==> config.mk <==
export PLATFORM = sky130hd
export DESIGN_NAME = sm_sub_arbiter
export DESIGN_NICKNAME = d
export VERILOG_FILES = /design/src/rtl/sm_sub_pkg.sv /design/src/rtl/subtract.sv /design/src/rtl/sm_sub_arbiter.sv
export SDC_FILE = /design/constraint.sdc
export NUM_CORES = 1
export LEC_CHECK = 0
export CORE_MARGIN = 2
export CORE_UTILIZATION = 45
export DETAILED_ROUTE_END_ITERATION = 10
export GPL_ROUTABILITY_DRIVEN = 0
export GPL_TIMING_DRIVEN = 0
export PLACE_DENSITY_LB_ADDON = 0.25
export RECOVER_POWER = 50
export SLEW_MARGIN = 20
export SYNTH_ARGS = -nofsm -noshare
export SYNTH_HDL_FRONTEND = slang
export SYNTH_SLANG_ARGS = --single-unit
==> constraint.sdc <==
create_clock -name i_clk -period 2.3 [get_ports i_clk]
set_input_delay 0.345 -clock i_clk [delete_from_list [all_inputs] [get_ports i_clk]]
set_output_delay 0.345 -clock i_clk [all_outputs]
set_load 0.05 [all_outputs]
==> src/rtl/sm_sub_pkg.sv <==
// rtl/sm_sub_pkg.sv - shared types for the two-requester sign-magnitude subtract arbiter
package sm_sub_pkg;

    localparam int NUM_REQ = 2;

    typedef enum logic [1:0] {
        ST_IDLE,
        ST_EXEC,
        ST_RESP
    } state_t;

    typedef logic req_id_t;

endpackage

==> src/rtl/subtract.sv <==
// rtl/subtract.sv - combinational sign-magnitude subtractor a - b, N bits including sign
module subtract #(
    parameter int N = 8
) (
    input  logic [N-1:0] a,
    input  logic [N-1:0] b,
    output logic [N-1:0] out,
    output logic         carry
);

    logic         sign_a;
    logic         sign_b;
    logic         sign_r;
    logic [N-2:0] mag_a;
    logic [N-2:0] mag_b;
    logic [N-2:0] mag_r;
    logic [N-1:0] mag_sum;

    always_comb begin
        sign_a  = a[N-1];
        sign_b  = b[N-1];
        mag_a   = a[N-2:0];
        mag_b   = b[N-2:0];
        mag_sum = {1'b0, mag_a} + {1'b0, mag_b};
        sign_r  = sign_a;
        carry   = 1'b0;
        mag_r   = mag_sum[N-2:0];
        // Equal signs reduce to a magnitude difference; zero keeps sign_a (no normalisation).
        if (sign_a == sign_b) begin
            if (mag_a >= mag_b) begin
                mag_r = mag_a - mag_b;
            end else begin
                mag_r  = mag_b - mag_a;
                sign_r = ~sign_a;
            end
        end else begin
            carry = mag_sum[N-1];
        end
        out = {sign_r, mag_r};
    end

endmodule

==> src/rtl/sm_sub_arbiter.sv <==
// rtl/sm_sub_arbiter.sv - round-robin sharing of one subtract instance between two requesters
module sm_sub_arbiter
    import sm_sub_pkg::*;
#(
    parameter int N     = 8,
    parameter int CNT_W = 16
) (
    input  logic               i_clk,
    input  logic               i_rst,
    input  logic [NUM_REQ-1:0] i_req_valid,
    output logic [NUM_REQ-1:0] o_req_ready,
    input  logic [N-1:0]       i_a0,
    input  logic [N-1:0]       i_b0,
    input  logic [N-1:0]       i_a1,
    input  logic [N-1:0]       i_b1,
    output logic               o_rsp_valid,
    input  logic               i_rsp_ready,
    output logic               o_rsp_id,
    output logic [N-1:0]       o_rsp_out,
    output logic               o_rsp_carry,
    output logic               o_busy,
    output logic [CNT_W-1:0]   o_count
);

    state_t         state_q;
    state_t         state_d;
    req_id_t        prio_q;
    req_id_t        winner;
    logic           any_valid;
    logic           accept;
    logic           rsp_fire;
    logic [N-1:0]   a_q;
    logic [N-1:0]   b_q;
    req_id_t        op_id_q;
    logic [N-1:0]   sub_out;
    logic           sub_carry;
    logic [N-1:0]   rsp_out_q;
    logic           rsp_carry_q;
    req_id_t        rsp_id_q;
    logic [CNT_W-1:0] count_q;

    // With both requesters valid the pointer decides; it always names the one not last served.
    always_comb begin
        any_valid = |i_req_valid;
        if (i_req_valid == 2'b11) begin
            winner = prio_q;
        end else begin
            winner = i_req_valid[1];
        end
    end

    assign accept   = (state_q == ST_IDLE) && any_valid;
    assign rsp_fire = (state_q == ST_RESP) && i_rsp_ready;

    always_ff @(posedge i_clk) begin
        if (i_rst) begin
            state_q <= ST_IDLE;
        end else begin
            state_q <= state_d;
        end
    end

    always_comb begin
        state_d = state_q;
        case (state_q)
            ST_IDLE: if (any_valid) state_d = ST_EXEC;
            ST_EXEC: state_d = ST_RESP;
            ST_RESP: if (i_rsp_ready) state_d = ST_IDLE;
            default: state_d = ST_IDLE;
        endcase
    end

    always_comb begin
        o_req_ready = '0;
        if (accept && !i_rst) begin
            o_req_ready[winner] = 1'b1;
        end
        o_rsp_valid = (state_q == ST_RESP);
        o_busy      = (state_q != ST_IDLE);
    end

    subtract #(.N(N)) u_subtract (
        .a     (a_q),
        .b     (b_q),
        .out   (sub_out),
        .carry (sub_carry)
    );

    always_ff @(posedge i_clk) begin
        if (i_rst) begin
            prio_q      <= 1'b0;
            a_q         <= '0;
            b_q         <= '0;
            op_id_q     <= 1'b0;
            rsp_out_q   <= '0;
            rsp_carry_q <= 1'b0;
            rsp_id_q    <= 1'b0;
            count_q     <= '0;
        end else begin
            if (accept) begin
                op_id_q <= winner;
                a_q     <= winner ? i_a1 : i_a0;
                b_q     <= winner ? i_b1 : i_b0;
            end
            if (state_q == ST_EXEC) begin
                rsp_out_q   <= sub_out;
                rsp_carry_q <= sub_carry;
                rsp_id_q    <= op_id_q;
            end
            if (rsp_fire) begin
                count_q <= count_q + {{(CNT_W-1){1'b0}}, 1'b1};
                prio_q  <= ~rsp_id_q;
            end
        end
    end

    assign o_rsp_id    = rsp_id_q;
    assign o_rsp_out   = rsp_out_q;
    assign o_rsp_carry = rsp_carry_q;
    assign o_count     = count_q;

endmodule

==> flow_summary.toml, run 1 <==
[place]
place_inst = 472
hpwl_um = 5210
placement.io_buffers = 66
place_ws_ns = -0.674

[sta]
slew_headroom_pct = 58.4
setup_viol = 0
clock_skew_ns = 0.0130
max_freq_ghz = 0.449
fin_crit_sh_pct = 96.9
finalHoldViolCount = 0
fin_crit_ns = 2.23
final_max_slew_viol_count = 0
setup_ws_ns = 0.0705
finalSetupTns_ns = 0
hold_ws_ns = 0.470
grt_setup_unrepaired = "yes"
worst_pin_slew_ns = 0.622

[route]
num_vias = 2536
drc = 0
via_per_inst = 5.27
route.antenna.remaining_nets = 0
drtIter0Drc = 105
routed_wl_um = 6650
drt_pass1_iterations = 4
wl_per_cell_um = 13.8

[worst_setup_path]
cp-end-kind = "flop"
worstSetupPathType = "flop to flop"
cp_data_required_time_ns = 2.55
crit_path_start_kind = "flop"
cp_data_arrival_time_ns = 2.48
crit_path_max_fanout = 4

[clock_network]
cts-buffers-inserted = 5
clkLatencyLatePin_ns = 0.30
cts_root_buffer = "clkbuf_8"
cts_hold_buf = 0
htreeDepth = 2
cts_tree = "done"
path_clk_slew_ns = 0.09
clockBufferDepth = 2
cts_sinks = 46

[grt]
first_global_vias = 2349
grt_pass1_wl_um = 10900
gr-total-overflow = 0
antenna_found_initial = 0
grt_max_degree = 15
grt_use_total_pct = 20.8

[synth]
ys_ff_latch = 46
synth_area_sq_um = 2770
avgSynthCellArea_sq_um = 8.36
syn-num-nets = 392
yosys.area.top_type = "dfxtp_1"
synth_top_area_share_pct = 33.3
syn-instance-count = 331
synth_enable_flop_cells = 0
synth_ff_type = "dfxtp_1"
synthDistinctLibCells = 44
async_flop_share_pct = 0
yosysWarnings = 0
ys_seq_area_share_pct = 33.3
synthTopCellsByArea = "dfxtp_1 (33%), ha_1 (9.5%), mux2i_1 (8.3%), nor2_1 (6.5%), a211oi_1 (5.2%)"

[floorplanning]
initial_core_util_pct = 46.7
die_y_um = 82.4
rows = 28
die-width_um = 82.4
io_pins = 67
die_area_sq_um = 6790
coreArea_sq_um = 5920

[pwr]
p_leak_nw = 1.59
internal_power_mw = 1.51
power_switching_uw = 873
p_comb_share_pct = 38.8
clkPwrFrac_pct = 22.3
peakVddDrop_uv = 375
p_sw_share_pct = 36.7
power.share.sequential_pct = 38.9
power.density_nw_per_um2 = 643

[outcome]
status = "finished clean"

[final_layout]
multiInputGateArea_sq_um = 1750
regArea_sq_um = 938
fillers = 532
fin_util_pct = 62.5
diodes = 0
layout-drive-gt1-share_pct = 9.85
fin_nets = 466
area_growth_pct = 33.8
fin_cells = 481

[min_path]
hp-class = "flop to flop"

[flow_run]
max-cap-violations = 0
## layout make-up
cell class | count | share of cell area, %
plain buffers | 15 | 1.89
clock buffers | 7 | 2.33
clock inverters | 1 | 0.237
inverters | 22 | 2.23
multi-input cells | 247 | 47.4
flip-flops and latches | 46 | 25.4
well taps | 75 | 2.54
repair buffers | 68 | 18.1
## cells by family after synthesis
family	after synthesis	synth area share [%]
fa+ha+maj	24	11.7
simple gates	116	19.6
buf+inv	38	5.38
flops	46	33.3
xor+xnor	15	4.75
compound gates	68	16.6
mux	24	8.73
## critical path, stage by stage, from the launching register on
cell and delay (ns):
dfxtp_4 0.37, ha_1 0.18, inv_1 0.07, fa_2 0.36, nor2_1 0.10, nor2_1 0.06, nor2_1 0.13, nor3_1 0.08
or4b_2 0.62, a21oi_1 0.13, nand3b_1 0.11
## synthesized netlist by cell type, types with 2 or more instances
master,instances
ha_1,21
a21oi_1,16
o21ai_0,11
nand3_1,8
and3_1,8
xor2_1,12
nand2_1,22
buf_1,3
a211oi_1,19
nor2_1,48
nand2b_1,3
fa_1,3
nor2b_1,4
mux2i_1,23
dfxtp_1,46
nand4_1,2
or3_1,4
a21o_1,4
xnor2_1,3
buf_2,5
a32oi_1,2
clkbuf_1,8
or2_2,2
inv_1,22
a31oi_1,5
nor3_1,8
o21bai_1,2
## state kept, by name, summed over array words and instances, names as in the netlist
register and flops:
o_count 16, a_q 8, b_q 8, o_rsp_out 8, state_q 2, o_rsp_carry 1
o_rsp_id 1, op_id_q 1, prio_q 1
## layout by cell type, fill, tap and decap left out, types with 5 or more instances in the layout
cell / count
nor3_1: 7
clkbuf_1: 11
clkdlybuf4s50_1: 49
xor2_1: 12
nand2_1: 22
clkbuf_8: 6
and3_1: 8
a21oi_1: 15
mux2i_1: 23
ha_1: 19
nand3_1: 8
nor2_1: 46
dfxtp_1: 38
inv_1: 21
dlygate4sd3_1: 15
dfxtp_2: 5
o21ai_0: 10
a211oi_1: 19
## per-layer routing
| layer | share of wire [%] | global-route usage [%] |
|---|---|---|
| met4 | 0.86 | 4.50 |
| met2 | 48 | 34.5 |
| met5 | 0 | 0 |
| met3 | 3.9 | 3.26 |
| met1 | 47 | 28.4 |
## timing repair
action,in CTS,in global routing
setup buffers,2,0
resized for setup,20,19
pin swaps,1,3
endpoints found under the setup margin,7,9
## stage by stage
step / instance area (sq um) / power [mW]
floorplan: 2770 / 1.54
global placement: 3530 / 1.78
detailed placement: 3530 / 1.81
CTS: 3660 / 2.36
global route: 3700 / 2.52
finish: 3700 / 2.38
## final timing paths
kind                            startpoint            to  slack [ns]  cells past startpoint
worst max register to register      a_q[0]  o_rsp_out[4]        0.07                     10
worst max-delay path                a_q[0]  o_rsp_out[4]        0.07                     10
worst min-delay path               op_id_q      o_rsp_id        0.47                      2
worst min register to register     op_id_q      o_rsp_id        0.47                      2
## power by group through the flow
stage | combinational (mW) | clock, mW | sequential (mW)
2_1_floorplan | 0.535 | 0 | 1.01
3_3_place_gp | 0.849 | 0 | 0.933
3_5_place_dp | 0.867 | 0 | 0.939
4_1_cts | 0.895 | 0.537 | 0.923
5_1_grt | 1.01 | 0.573 | 0.936
6_report | 0.924 | 0.531 | 0.925
No activity file was read; power rests on OpenSTA's default activity.
==> inputs of run 2 (changes only) <==
Settings changed: SKIP_CTS_REPAIR_TIMING from default to 1.
==> flow_summary.toml, run 2 (synthesis gave the netlist of run 1 again) <==
[grt]
grt_max_degree = 15
first_global_vias = 2330
gr-total-overflow = 0
grt_use_total_pct = 20.6
antenna_found_initial = 0
grt_pass1_wl_um = 10800

[floorplanning]
initial_core_util_pct = 46.7
die-width_um = 82.4
coreArea_sq_um = 5920
io_pins = 67
die_y_um = 82.4
rows = 28
die_area_sq_um = 6790

[worst_setup_path]
cp_data_arrival_time_ns = 2.48
crit_path_max_fanout = 4
r2r_end = "o_rsp_out[4]"
worstSetupPathType = "flop to flop"
r2r_setup_slack_ns = 0.07
cp-end-kind = "flop"
crit_path_start = "a_q[0]"
setup.worst_path.end = "o_rsp_out[4]"
worstRegToRegCells = 10
crit_path_start_kind = "flop"
worstReg2RegStart = "a_q[0]"
cp_data_required_time_ns = 2.55

[route]
drc = 0
routed.top_layer = "met4"
met1_length_um = 3190
routed_wl_um = 6680
wl_met3_um = 254
route.met2.wl_um = 3180
route.antenna.remaining_nets = 0
num_vias = 2552
via_per_inst = 5.28
drt_pass1_iterations = 4
drtIter0Drc = 85
wl_per_cell_um = 13.8

[pwr]
peakVddDrop_uv = 378
p_leak_nw = 1.59
power.density_nw_per_um2 = 640
fin_total_pwr_mw = 2.38

[final_layout]
most-common-layout-cells = "clkdlybuf4s50_1 (50), nor2_1 (46), dfxtp_1 (38)"
multiInputGateArea_sq_um = 1760
regArea_sq_um = 938
diodes = 0
largest_reg_flops = 16
layout-drive-gt1-share_pct = 10.3
area_growth_pct = 34.2
fin_nets = 468
fin_util_pct = 62.7
fillers = 530
layout_commonest_cell = "clkdlybuf4s50_1"

[clock_network]
htreeDepth = 2
clockBufferDepth = 2
cts_sinks = 46
path_clk_slew_ns = 0.10
cts_tree = "done"
cts-buffers-inserted = 5
cts_root_buffer = "clkbuf_8"
clkLatencyLatePin_ns = 0.30

[sta]
max_freq_ghz = 0.448
slew_headroom_pct = 57.9
setup_ws_ns = 0.0681
finalHoldViolCount = 0
fin_crit_sh_pct = 97.0
clock_skew_ns = 0.0109
setup_viol = 0
grt_setup_unrepaired = "yes"
fin_crit_ns = 2.23
worst_pin_slew_ns = 0.629
final_max_slew_viol_count = 0

[min_path]
hp-class = "flop to flop"

[outcome]
status = "finished clean"

[place]
hpwl_um = 5210
placement.io_buffers = 66
place_ws_ns = -0.674

[flow_run]
max-cap-violations = 0
-- run 2: changes by cell type in the layout (fill, tap and decap cells not counted), sizes merged --
cell	change
buf	+3
clkbuf	-1
clkdlybuf4s50	+1
dlygate4sd3	-1
-- run 2: worst max-delay path: stages, from the launching register on --
cell,delay [ns]
dfxtp_4,0.37
ha_2,0.18
inv_1,0.06
fa_2,0.36
nor2_1,0.10
nor2_1,0.05
nor2_1,0.14
nor3_1,0.08
or4b_2,0.63
a21oi_2,0.12
nand3b_1,0.10
-- run 2: how the worst min path moves through the flow --
stage | start | end | slack (ns) | cells past startpoint
2_1_floorplan | op_id_q | o_rsp_id | 0.43 | 2
4_1_cts | op_id_q | o_rsp_id | 0.46 | 2
3_5_place_dp | o_rsp_carry | o_rsp_carry | 0.46 | 2
3_3_place_gp | op_id_q | o_rsp_id | 0.45 | 2
6_report | op_id_q | o_rsp_id | 0.46 | 2
5_1_grt | op_id_q | o_rsp_id | 0.48 | 2
-- run 2: area by class of cell --
cell class	count	share of cell area (%)
Multi-Input combinational cell	247	47.3
Sequential cell	46	25.3
Timing Repair Buffer	69	18.2
Tap cell	75	2.53
Clock buffer	7	2.32
Inverter	22	2.22
Buffer	16	1.95
Clock inverter	1	0.236
-- run 2: per-stage QoR --
| step | std cells | hold WS (ns) | setup TNS, ns | cell area (sq um) |
|---|---|---|---|---|
| final | 483 | 0.461 | 0 | 3710 |
| after detailed placement | 472 | 0.460 | -1.70 | 3530 |
| after global placement | 472 | 0.450 | -1.42 | 3530 |
| after floorplan | 331 | 0.432 | 0 | 2770 |
| after CTS | 480 | 0.464 | -1.86 | 3620 |
| after global routing | 483 | 0.482 | -0.0397 | 3710 |
-- run 2: report_power, final --
| part | switching, mW | internal (mW) | leakage [nW] |
|---|---|---|---|
| logic | 0.531 | 0.391 | 1.16 |
| clock network | 0.281 | 0.249 | 0.0489 |
| registers | 0.0595 | 0.865 | 0.380 |
-- run 2: per-layer routing --
| metal | vias to the layer above | global-route usage, % |
|---|---|---|
| met5 | - | 0 |
| met4 | 0 | 4.50 |
| met3 | 4 | 3.26 |
| met2 | 56 | 34.0 |
| met1 | 1190 | 28.4 |
| li1 | 1302 | - |
==> inputs of run 3 (changes only) <==
Clock period 2.3 ns to 1.8 ns, I/O delays scaled along.
==> flow_summary.toml, run 3 (synthesis gave the netlist of run 1 again) <==
[outcome]
status = "finished with violations"
violations = "setup timing"

[clock_network]
clkLatencyLatePin_ns = 0.30
path_clk_slew_ns = 0.08
cts_tree = "done"
cts_sinks = 46
cts_root_buffer = "clkbuf_8"
htreeDepth = 2
cts-buffers-inserted = 5
clockBufferDepth = 2

[floorplanning]
rows = 28
initial_core_util_pct = 46.7
die_y_um = 82.4
die-width_um = 82.4
io_pins = 67
die_area_sq_um = 6790
coreArea_sq_um = 5920

[place]
place_area_sq_um = 3650
placement.io_buffers = 66
hpwl_um = 4970

[flow_run]
max-cap-violations = 0

[sta]
hold_ws_ns = 0.462
grt_setup_unrepaired = "yes"
final_max_slew_viol_count = 0
clock_skew_ns = 0.00426
max_freq_ghz = 0.477
fin_crit_ns = 2.10
finalHoldViolCount = 0
worst_pin_slew_ns = 0.728
slew_headroom_pct = 51.3
setup_viol = 9
finalSetupTns_ns = -1.88
setup_ws_ns = -0.297
fin_crit_sh_pct = 116

[route]
routed_wl_um = 6560
via_per_inst = 5.24
drc = 0
drt_pass1_iterations = 4
num_vias = 2557
wl_per_cell_um = 13.4
route.antenna.remaining_nets = 0
drtIter0Drc = 92

[final_layout]
layout_commonest_cell = "clkdlybuf4s50_1"
fin_nets = 474
layout-drive-gt1-share_pct = 19.4
stdcell_area_sq_um = 3900
area_growth_pct = 41.0
largest_reg_flops = 16
diodes = 0
most-common-layout-cells = "clkdlybuf4s50_1 (52), nor2_1 (45), dfxtp_1 (30)"

[grt]
grt_max_degree = 14
first_global_vias = 2237
grt_pass1_wl_um = 10200
antenna_found_initial = 0
grt_use_total_pct = 19.6
gr-total-overflow = 0

[min_path]
hp-class = "flop to flop"
holdPathStages = 2
hp-start = "op_id_q"
holdPathEnd = "o_rsp_id"

[worst_setup_path]
crit_top_cell = "mux2i_1"
cp-end-kind = "flop"
crit_path_max_fanout = 7
r2r_end = "o_rsp_out[3]"
slowest_delay_ns = 0.38
crit_path_start_kind = "flop"
cp_data_required_time_ns = 2.00
worstReg2RegStart = "a_q[2]"
path_cells = "inv_4, ha_4, a21o_1, a31oi_4, o21ai_2, a21oi_4, mux2i_1, mux2i_1, nand2_1"
r2r_setup_slack_ns = -0.30
worstSetupPathType = "flop to flop"
cp_data_arrival_time_ns = 2.29
worstRegToRegCells = 9
cpMaxStageDelayCell = "dfxtp_4"

[pwr]
peakVddDrop_uv = 408
power.density_nw_per_um2 = 807
fin_total_pwr_mw = 3.15
p_leak_nw = 1.60
## run 3: changes by cell type in the layout (fill, tap and decap cells not counted), moves of 3 or more
cell | before | now
clkbuf_1 | 11 | 20
dfxtp_2 | 5 | 11
buf_4 | 5 | 9
inv_1 | 22 | 17
inv_2 | 0 | 3
dlygate4sd3_1 | 14 | 1
buf_6 | 0 | 6
o21ai_0 | 10 | 7
ha_4 | 2 | 6
dfxtp_1 | 38 | 30
ha_1 | 18 | 14
buf_2 | 4 | 0
## run 3: per-stage QoR
| step | instances | util [%] | setup slack [ns] |
|---|---|---|---|
| after floorplan | 331 | - | -0.159 |
| after detailed placement | 472 | 61.7 | -1.10 |
| after global routing | 488 | 65.9 | -0.407 |
| after CTS | 479 | 63.1 | -1.12 |
| final | 488 | 65.9 | -0.297 |
| after global placement | 472 | 61.7 | -1.10 |
## run 3: layout make-up
type,instances,area [sq um]
Buffer,16,106
Clock buffer,6,72.6
Clock inverter,1,7.51
Fill cell,518,2020
Inverter,22,87.6
Multi-Input combinational cell,247,1900
Sequential cell,46,953
Tap cell,75,93.8
Timing Repair Buffer,75,678
## run 3: worst max-delay path by stage
stage | start | to | slack, ns | cells past startpoint
2_1_floorplan | b_q[0] | o_rsp_out[4] | -0.16 | 10
5_1_grt | a_q[2] | o_rsp_out[3] | -0.41 | 9
3_5_place_dp | i_req_valid[0] | o_req_ready[0] | -1.10 | 7
3_3_place_gp | i_req_valid[0] | o_req_ready[0] | -1.10 | 7
4_1_cts | i_req_valid[0] | o_req_ready[0] | -1.12 | 7
6_report | a_q[2] | o_rsp_out[3] | -0.30 | 9
## run 3: report_power, final
group	internal, mW	switching, mW	leakage, nW
Combinational	0.614	0.727	1.18
Clock	0.267	0.344	0.0373
Sequential	1.11	0.0879	0.383
## run 3: critical path: cells and delay by family (launching register included)
kind / cells / cell delay (ns)
buffers and inverters: 1 / 0.04
adders and majority gates: 1 / 0.24
and+or+nand+nor: 1 / 0.06
DFF: 1 / 0.38
muxes: 2 / 0.51
AOI/OAI and AO/OA: 4 / 0.76
## run 3: routing by layer
| metal | part of all wire [%] | global-route usage, % | vias up | wire length [um] |
|---|---|---|---|---|
| met5 | 0 | 0 | - | 0 |
| li1 | - | - | 1319 | - |
| met3 | 4.8 | 3.59 | 10 | 317 |
| met4 | 1.8 | 8.00 | 0 | 119 |
| met2 | 46 | 30.9 | 68 | 3020 |
| met1 | 47 | 26.3 | 1160 | 3100 |
